**src/rtl/iob_bus_arbiter_if.sv**
```systemverilog
// Single IOb-style bus port: request strobe + payload one way, one-cycle ready + read data back.
// master drives the request, slave answers it.
interface iob_bus_arbiter_if #(
   parameter int unsigned ADDR_W = 32,
   parameter int unsigned DATA_W = 32
);
   logic                  valid;
   logic [ADDR_W-1:0]     addr;
   logic [DATA_W-1:0]     wdata;
   logic [DATA_W/8-1:0]   wstrb;
   logic [DATA_W-1:0]     rdata;
   logic                  ready;

   modport master (output valid, addr, wdata, wstrb, input rdata, ready);
   modport slave  (input valid, addr, wdata, wstrb, output rdata, ready);
endinterface

```
**src/rtl/iob_bus_arbiter.sv**
```systemverilog
// Two-master to one-slave bus arbiter with a latched request and an IDLE/BUSY FSM.
// Define ARB_ROUND_ROBIN_EN for round-robin on simultaneous requests; default is fixed m0 priority.
module iob_bus_arbiter #(
   parameter int unsigned ADDR_W = 32,
   parameter int unsigned DATA_W = 32
) (
   input  logic                 clk,
   input  logic                 rst,
   iob_bus_arbiter_if.slave     m0,
   iob_bus_arbiter_if.slave     m1,
   iob_bus_arbiter_if.master    s,
   output logic                 grant,
   output logic                 busy
);

   typedef enum logic {StIdle, StBusy} state_e;

   state_e                state_q, state_d;
   logic                  grant_q;
   logic [ADDR_W-1:0]     addr_q;
   logic [DATA_W-1:0]     wdata_q;
   logic [DATA_W/8-1:0]   wstrb_q;
   logic                  sel;
   logic                  start;
   logic                  done;

   assign start = (state_q == StIdle) && (m0.valid || m1.valid);
   assign done  = (state_q == StBusy) && s.ready;

`ifdef ARB_ROUND_ROBIN_EN
   logic ptr_q;

   // Pointer names the master to favour on a tie: the one not served last.
   always_ff @(posedge clk or posedge rst) begin
      if (rst) begin
         ptr_q <= 1'b0;
      end else if (done) begin
         ptr_q <= ~grant_q;
      end
   end

   always_comb begin
      sel = m1.valid;
      if (m0.valid && m1.valid) begin
         sel = ptr_q;
      end
   end
`else
   always_comb begin
      sel = ~m0.valid;
   end
`endif

   // State register
   always_ff @(posedge clk or posedge rst) begin
      if (rst) begin
         state_q <= StIdle;
      end else begin
         state_q <= state_d;
      end
   end

   // Next-state logic
   always_comb begin
      state_d = state_q;
      unique case (state_q)
         StIdle:  if (start) state_d = StBusy;
         StBusy:  if (s.ready) state_d = StIdle;
         default: state_d = StIdle;
      endcase
   end

   // Request latch: the slave sees a frozen copy, immune to master-side changes while BUSY.
   always_ff @(posedge clk or posedge rst) begin
      if (rst) begin
         grant_q <= 1'b0;
         addr_q  <= '0;
         wdata_q <= '0;
         wstrb_q <= '0;
      end else if (start) begin
         grant_q <= sel;
         addr_q  <= sel ? m1.addr  : m0.addr;
         wdata_q <= sel ? m1.wdata : m0.wdata;
         wstrb_q <= sel ? m1.wstrb : m0.wstrb;
      end
   end

   // Outputs
   always_comb begin
      busy     = (state_q == StBusy);
      grant    = grant_q;
      s.valid  = (state_q == StBusy);
      s.addr   = addr_q;
      s.wdata  = wdata_q;
      s.wstrb  = wstrb_q;
      m0.ready = done && !grant_q;
      m1.ready = done && grant_q;
      m0.rdata = '0;
      m1.rdata = '0;
      if (done && !grant_q) m0.rdata = s.rdata;
      if (done && grant_q)  m1.rdata = s.rdata;
   end

endmodule

```
**src/flat_wrapper.sv**
```systemverilog
// flat-port wrapper written by rule: the top's interface ports become plain ports
module iob_bus_arbiter_flat 
#(
   parameter int unsigned ADDR_W = 32,
   parameter int unsigned DATA_W = 32
)
  (clk, rst, grant, busy, m0_valid, m0_addr, m0_wdata, m0_wstrb, m0_rdata, m0_ready, m1_valid, m1_addr, m1_wdata, m1_wstrb, m1_rdata, m1_ready, s_valid, s_addr, s_wdata, s_wstrb, s_rdata, s_ready);
  iob_bus_arbiter_if #(.ADDR_W(ADDR_W), .DATA_W(DATA_W)) m0_i ();
  iob_bus_arbiter_if #(.ADDR_W(ADDR_W), .DATA_W(DATA_W)) m1_i ();
  iob_bus_arbiter_if #(.ADDR_W(ADDR_W), .DATA_W(DATA_W)) s_i ();
  input  logic clk;
  input  logic rst;
  output logic grant;
  output logic busy;
  input wire logic [$bits(m0_i.valid)-1:0] m0_valid;
  input wire logic [$bits(m0_i.addr)-1:0] m0_addr;
  input wire logic [$bits(m0_i.wdata)-1:0] m0_wdata;
  input wire logic [$bits(m0_i.wstrb)-1:0] m0_wstrb;
  output wire logic [$bits(m0_i.rdata)-1:0] m0_rdata;
  output wire logic [$bits(m0_i.ready)-1:0] m0_ready;
  input wire logic [$bits(m1_i.valid)-1:0] m1_valid;
  input wire logic [$bits(m1_i.addr)-1:0] m1_addr;
  input wire logic [$bits(m1_i.wdata)-1:0] m1_wdata;
  input wire logic [$bits(m1_i.wstrb)-1:0] m1_wstrb;
  output wire logic [$bits(m1_i.rdata)-1:0] m1_rdata;
  output wire logic [$bits(m1_i.ready)-1:0] m1_ready;
  output wire logic [$bits(s_i.valid)-1:0] s_valid;
  output wire logic [$bits(s_i.addr)-1:0] s_addr;
  output wire logic [$bits(s_i.wdata)-1:0] s_wdata;
  output wire logic [$bits(s_i.wstrb)-1:0] s_wstrb;
  input wire logic [$bits(s_i.rdata)-1:0] s_rdata;
  input wire logic [$bits(s_i.ready)-1:0] s_ready;
  assign m0_i.valid = m0_valid;
  assign m0_i.addr = m0_addr;
  assign m0_i.wdata = m0_wdata;
  assign m0_i.wstrb = m0_wstrb;
  assign m0_rdata = m0_i.rdata;
  assign m0_ready = m0_i.ready;
  assign m1_i.valid = m1_valid;
  assign m1_i.addr = m1_addr;
  assign m1_i.wdata = m1_wdata;
  assign m1_i.wstrb = m1_wstrb;
  assign m1_rdata = m1_i.rdata;
  assign m1_ready = m1_i.ready;
  assign s_valid = s_i.valid;
  assign s_addr = s_i.addr;
  assign s_wdata = s_i.wdata;
  assign s_wstrb = s_i.wstrb;
  assign s_i.rdata = s_rdata;
  assign s_i.ready = s_ready;
  iob_bus_arbiter #(.ADDR_W(ADDR_W), .DATA_W(DATA_W)) u_core (.clk(clk), .rst(rst), .m0(m0_i), .m1(m1_i), .s(s_i), .grant(grant), .busy(busy));
endmodule
```
**config.mk**
```make
export PLATFORM = sky130hd
export DESIGN_NAME = iob_bus_arbiter_flat
export DESIGN_NICKNAME = d
export VERILOG_FILES = /design/src/rtl/iob_bus_arbiter_if.sv /design/src/rtl/iob_bus_arbiter.sv /design/src/flat_wrapper.sv
export SDC_FILE = /design/constraint.sdc
export NUM_CORES = 1
export LEC_CHECK = 0
export CAP_MARGIN = 20
export CORE_ASPECT_RATIO = 1.75
export CORE_MARGIN = 4
export CORE_UTILIZATION = 30
export DETAILED_ROUTE_END_ITERATION = 8
export DONT_BUFFER_PORTS = 1
export MAX_ROUTING_LAYER = met4
export PLACE_DENSITY = 0.51
export SYNTH_ARGS = -nofsm -noshare
export SYNTH_HDL_FRONTEND = slang
export SYNTH_SLANG_ARGS = --single-unit
```
**constraint.sdc**
```tcl
create_clock -name clk -period 6 [get_ports clk]
set_clock_uncertainty 0.15 [all_clocks]
set_input_delay 0.6 -clock clk [delete_from_list [all_inputs] [get_ports clk]]
set_output_delay 0.6 -clock clk [all_outputs]
set_load 0.02 [all_outputs]
```
==> flow_summary_export.csv <==
group,metric,value,unit
logic_synthesis,synth_top_area_share,44.3,%
detailed_routing,routed_wl,13700,um
logic_synthesis,syn_area_per_cell,9.16,um^2
logic_synthesis,synth-xor-area-share,0,%
clock_tree,clock-sinks,70,
logic_synthesis,synth_seq_cells,70,
clock_tree,clock_latency,0.32,ns
power,power,1.66,mW
logic_synthesis,synth.distinct_cells,21,
placed_design,port_buffers,0,
floorplanning,die_w,94.7,um
grt,grt_pass1_vias,3332,
clock_tree,cts-resized-gates,0,
logic_synthesis,yosys-top-cells-count,"nor2_1, dfrtp_1, and2_1",
detailed_routing,routed_via_density,5.55,
setup_path,path_cells,"nand2_1 -> nor2_1 -> buf_4 -> and2_1",
clock_tree,numCtsBuffers,9,
logic_synthesis,ys.flop_type,"dfrtp_1",
power,p_clk_share,32.3,%
timing,hold_ws,0.128,ns
timing,finalCritPeriodShare,42.6,%
power,power_density,387,mW/mm^2
detailed_routing,drc_errors,0,
logic_synthesis,synth_fp_nets,604,
timing,finalWorstPathRequiredPeriod,2.55,ns
final_layout,drive_above_1_share,11.5,%
timing,hold_viol,0,
timing,finalMaxSlewViolations,0,
setup_path,cp_max_fo,32,
final_layout,fillers,1344,
power,leakagePower,1.54,nW
setup_path,required,5.25,ns
outcome,outcome,"finished, final reports clean",
floorplanning,die-area,0.0151,mm^2
power,vdd_drop_max,0.116,mV
grt,grt_util_all_layers,18.1,%
final_layout,nets,579,
grt,grt_max_degree,107,
floorplanning,ioPinCount,310,
timing,max-slew-margin-rel,50.8,%
final_layout,areaGrowthSynthToFinish,8.58,%
detailed_routing,first_iter_violations,114,
power,p_int,1.02,mW
clock_tree,cts-root-buf,"clkbuf_16",
floorplanning,initial_core_util,30.5,%
logic_synthesis,yosysTopAreaCell,"dfrtp_1",
floorplanning,die_h,160,um
logic_synthesis,yosys-top-cells-area,"dfrtp_1, and2_1, o32ai_1",
power,p_sw,641,uW
grt,overflow,0,
clock_tree,cts_hold_buffers,0,
logic_synthesis,synth_adder_area_share,0,%
logic_synthesis,synth_top_family_by_area,"simple AND/OR/NAND/NOR gates",
placed_design,dp_slack,3.70,ns
timing,rsz0062_at_grt,"false",
grt,grt_antenna_before_repair,0,
timing,setup_viol,0,
setup_path,crit_type,"reg -> out",
detailed_routing,dr.pass1.iters,4,
clock_tree,htree_levels,3,
setup_path,arrival,1.80,ns
run,drv_cap,0,
logic_synthesis,yosysMostFrequentCell,"nor2_1",
worst_hold_path,hold_class,"in -> async",
detailed_routing,routed-via-count,3236,
final_layout,final_core_util,33.2,%
logic_synthesis,synth.area.mux_share,0,%
detailed_routing,routedWlPerCell,23.5,um
logic_synthesis,syn_inst,431,
logic_synthesis,synth_seq_area_share,44.3,%
timing,finalSetupTns,0,ns
placed_design,dp_hpwl,10500,um
clock_tree,cts_setup_buffers,0,
logic_synthesis,synth_warnings,0,
detailed_routing,antenna_left,0,
clock_tree,tritoncts,"done",
placed_design,finalWeightedCongestion,0.832,
power,p_comb_share,17.8,%
power,switching_share,38.6,%
logic_synthesis,synth-compound-area-share,13.2,%
clock_tree,clk_pin_slew_worst_paths,0.06,ns
logic_synthesis,ys_async_sr_fraction,100,%
timing,tightest_slew,0.736,ns
clock_tree,cts_max_path_buffers,2,
floorplanning,core,0.0129,mm^2
setup_path,startpoint_type,"register",
timing,fmax,392,MHz
setup_path,crit_path_end_kind,"primary output",
setup_path,cpPeakStageDelay,0.56,ns
logic_synthesis,synth-edff-count,0,
power,pwr-share-seq,50.0,%
timing,fin_ws,3.45,ns
grt,grt_pass1_wl,20300,um
logic_synthesis,synth-simple-area-share,35.4,%
floorplanning,rows,55,
logic_synthesis,netlist_area,0.00395,mm^2
setup_path,cp_slowest_cell,"dfrtp_2",
placed cells by master, fill, tap and decap left out:
master / synthesis / final
and2_1: 62 / 62
o21ba_1: 1 / 1
nand3_1: 1 / 1
buf_16: 0 / 1
nand2b_2: 0 / 1
dfrtp_2: 0 / 1
o32ai_1: 33 / 33
dfrtp_1: 70 / 69
clkbuf_16: 0 / 9
nor2_1: 72 / 72
or2_1: 1 / 1
inv_1: 3 / 2
o21a_1: 1 / 1
nand2_1: 1 / 1
clkinv_4: 0 / 2
nand2b_1: 2 / 1
buf_4: 7 / 8
a21boi_0: 1 / 1
nor3b_1: 35 / 35
nor3_1: 50 / 50
bufinv_16: 0 / 1
clkinvlp_4: 0 / 2
inv_6: 0 / 1
o22ai_1: 33 / 33
nor3_2: 20 / 20
diode_2: 0 / 2
inv_2: 0 / 1
power by group through the flow:
| stage | Sequential (mW) | Combinational (mW) | Clock (mW) |
|---|---|---|---|
| after floorplan | 0.796 | 0.271 | 0 |
| after global placement | 0.839 | 0.286 | 0 |
| after detailed placement | 0.839 | 0.296 | 0 |
| after CTS | 0.832 | 0.295 | 0.556 |
| after global routing | 0.844 | 0.333 | 0.575 |
| final | 0.829 | 0.295 | 0.536 |
final timing paths:
kind                                               start                              to  slack, ns  cells past startpoint
max                                u_core.busy$_DFF_PP0_                    m1_rdata[17]       3.45                      4
min                                                  rst   u_core.s.wdata[7]$_DFFE_PP0P_       0.13                      1
max reg2reg                        u_core.busy$_DFF_PP0_  u_core.s.wdata[16]$_DFFE_PP0P_       3.73                      4
min reg2reg                u_core.s.addr[28]$_DFFE_PP0P_   u_core.s.addr[28]$_DFFE_PP0P_       0.53                      2
max in group asynchronous                            rst  u_core.s.wdata[13]$_DFFE_PP0P_       4.57                      2
min in group clk                             m0_wstrb[3]   u_core.s.wstrb[3]$_DFFE_PP0P_       0.27                      2
cell type report:
class,count,area [um^2],area share [%]
Sequential cell,70,1750,40.9
Clock buffer,9,225,5.25
Multi-Input combinational cell,313,1920,44.8
Clock inverter,6,71.3,1.66
Tap cell,171,214,4.99
Antenna cell,2,5.00,0.117
Inverter,3,11.3,0.263
Timing Repair Buffer,9,87.6,2.04
metal layers:
layer	GRT usage, %	share of wire, %	vias to the layer above
met4	7.49	2.8	0
met2	27.9	49	192
met5	-	0	-
met3	8.20	12	24
li1	-	-	1486
met1	20.1	36	1534
kinds of logic after synthesis:
family	Yosys count
buffers and inverters	48
and+or+nand+nor	244
AOI/OAI and AO/OA	69
DFF	70
per-stage QoR:
stage | cell area, um^2 | instances
after floorplan | 3950 | 431
after global placement | 3960 | 565
after detailed placement | 3960 | 565
after CTS | 4260 | 580
after global routing | 4280 | 581
final | 4290 | 583
critical path, delay by kind of cell, from the launching register on:
kind                   cells  cell delay, ns
buffers and inverters      1            0.28
DFF                        1            0.56
and+or+nand+nor            3            0.62
sequential cells by signal (all words and copies together) (netlist names):
| name | cells |
|---|---|
| u_core.busy | 1 |
| u_core.grant | 1 |
| u_core.s.wstrb | 4 |
| u_core.s.addr | 32 |
| u_core.s.wdata | 32 |
No activity file was read; power rests on OpenSTA's default activity.
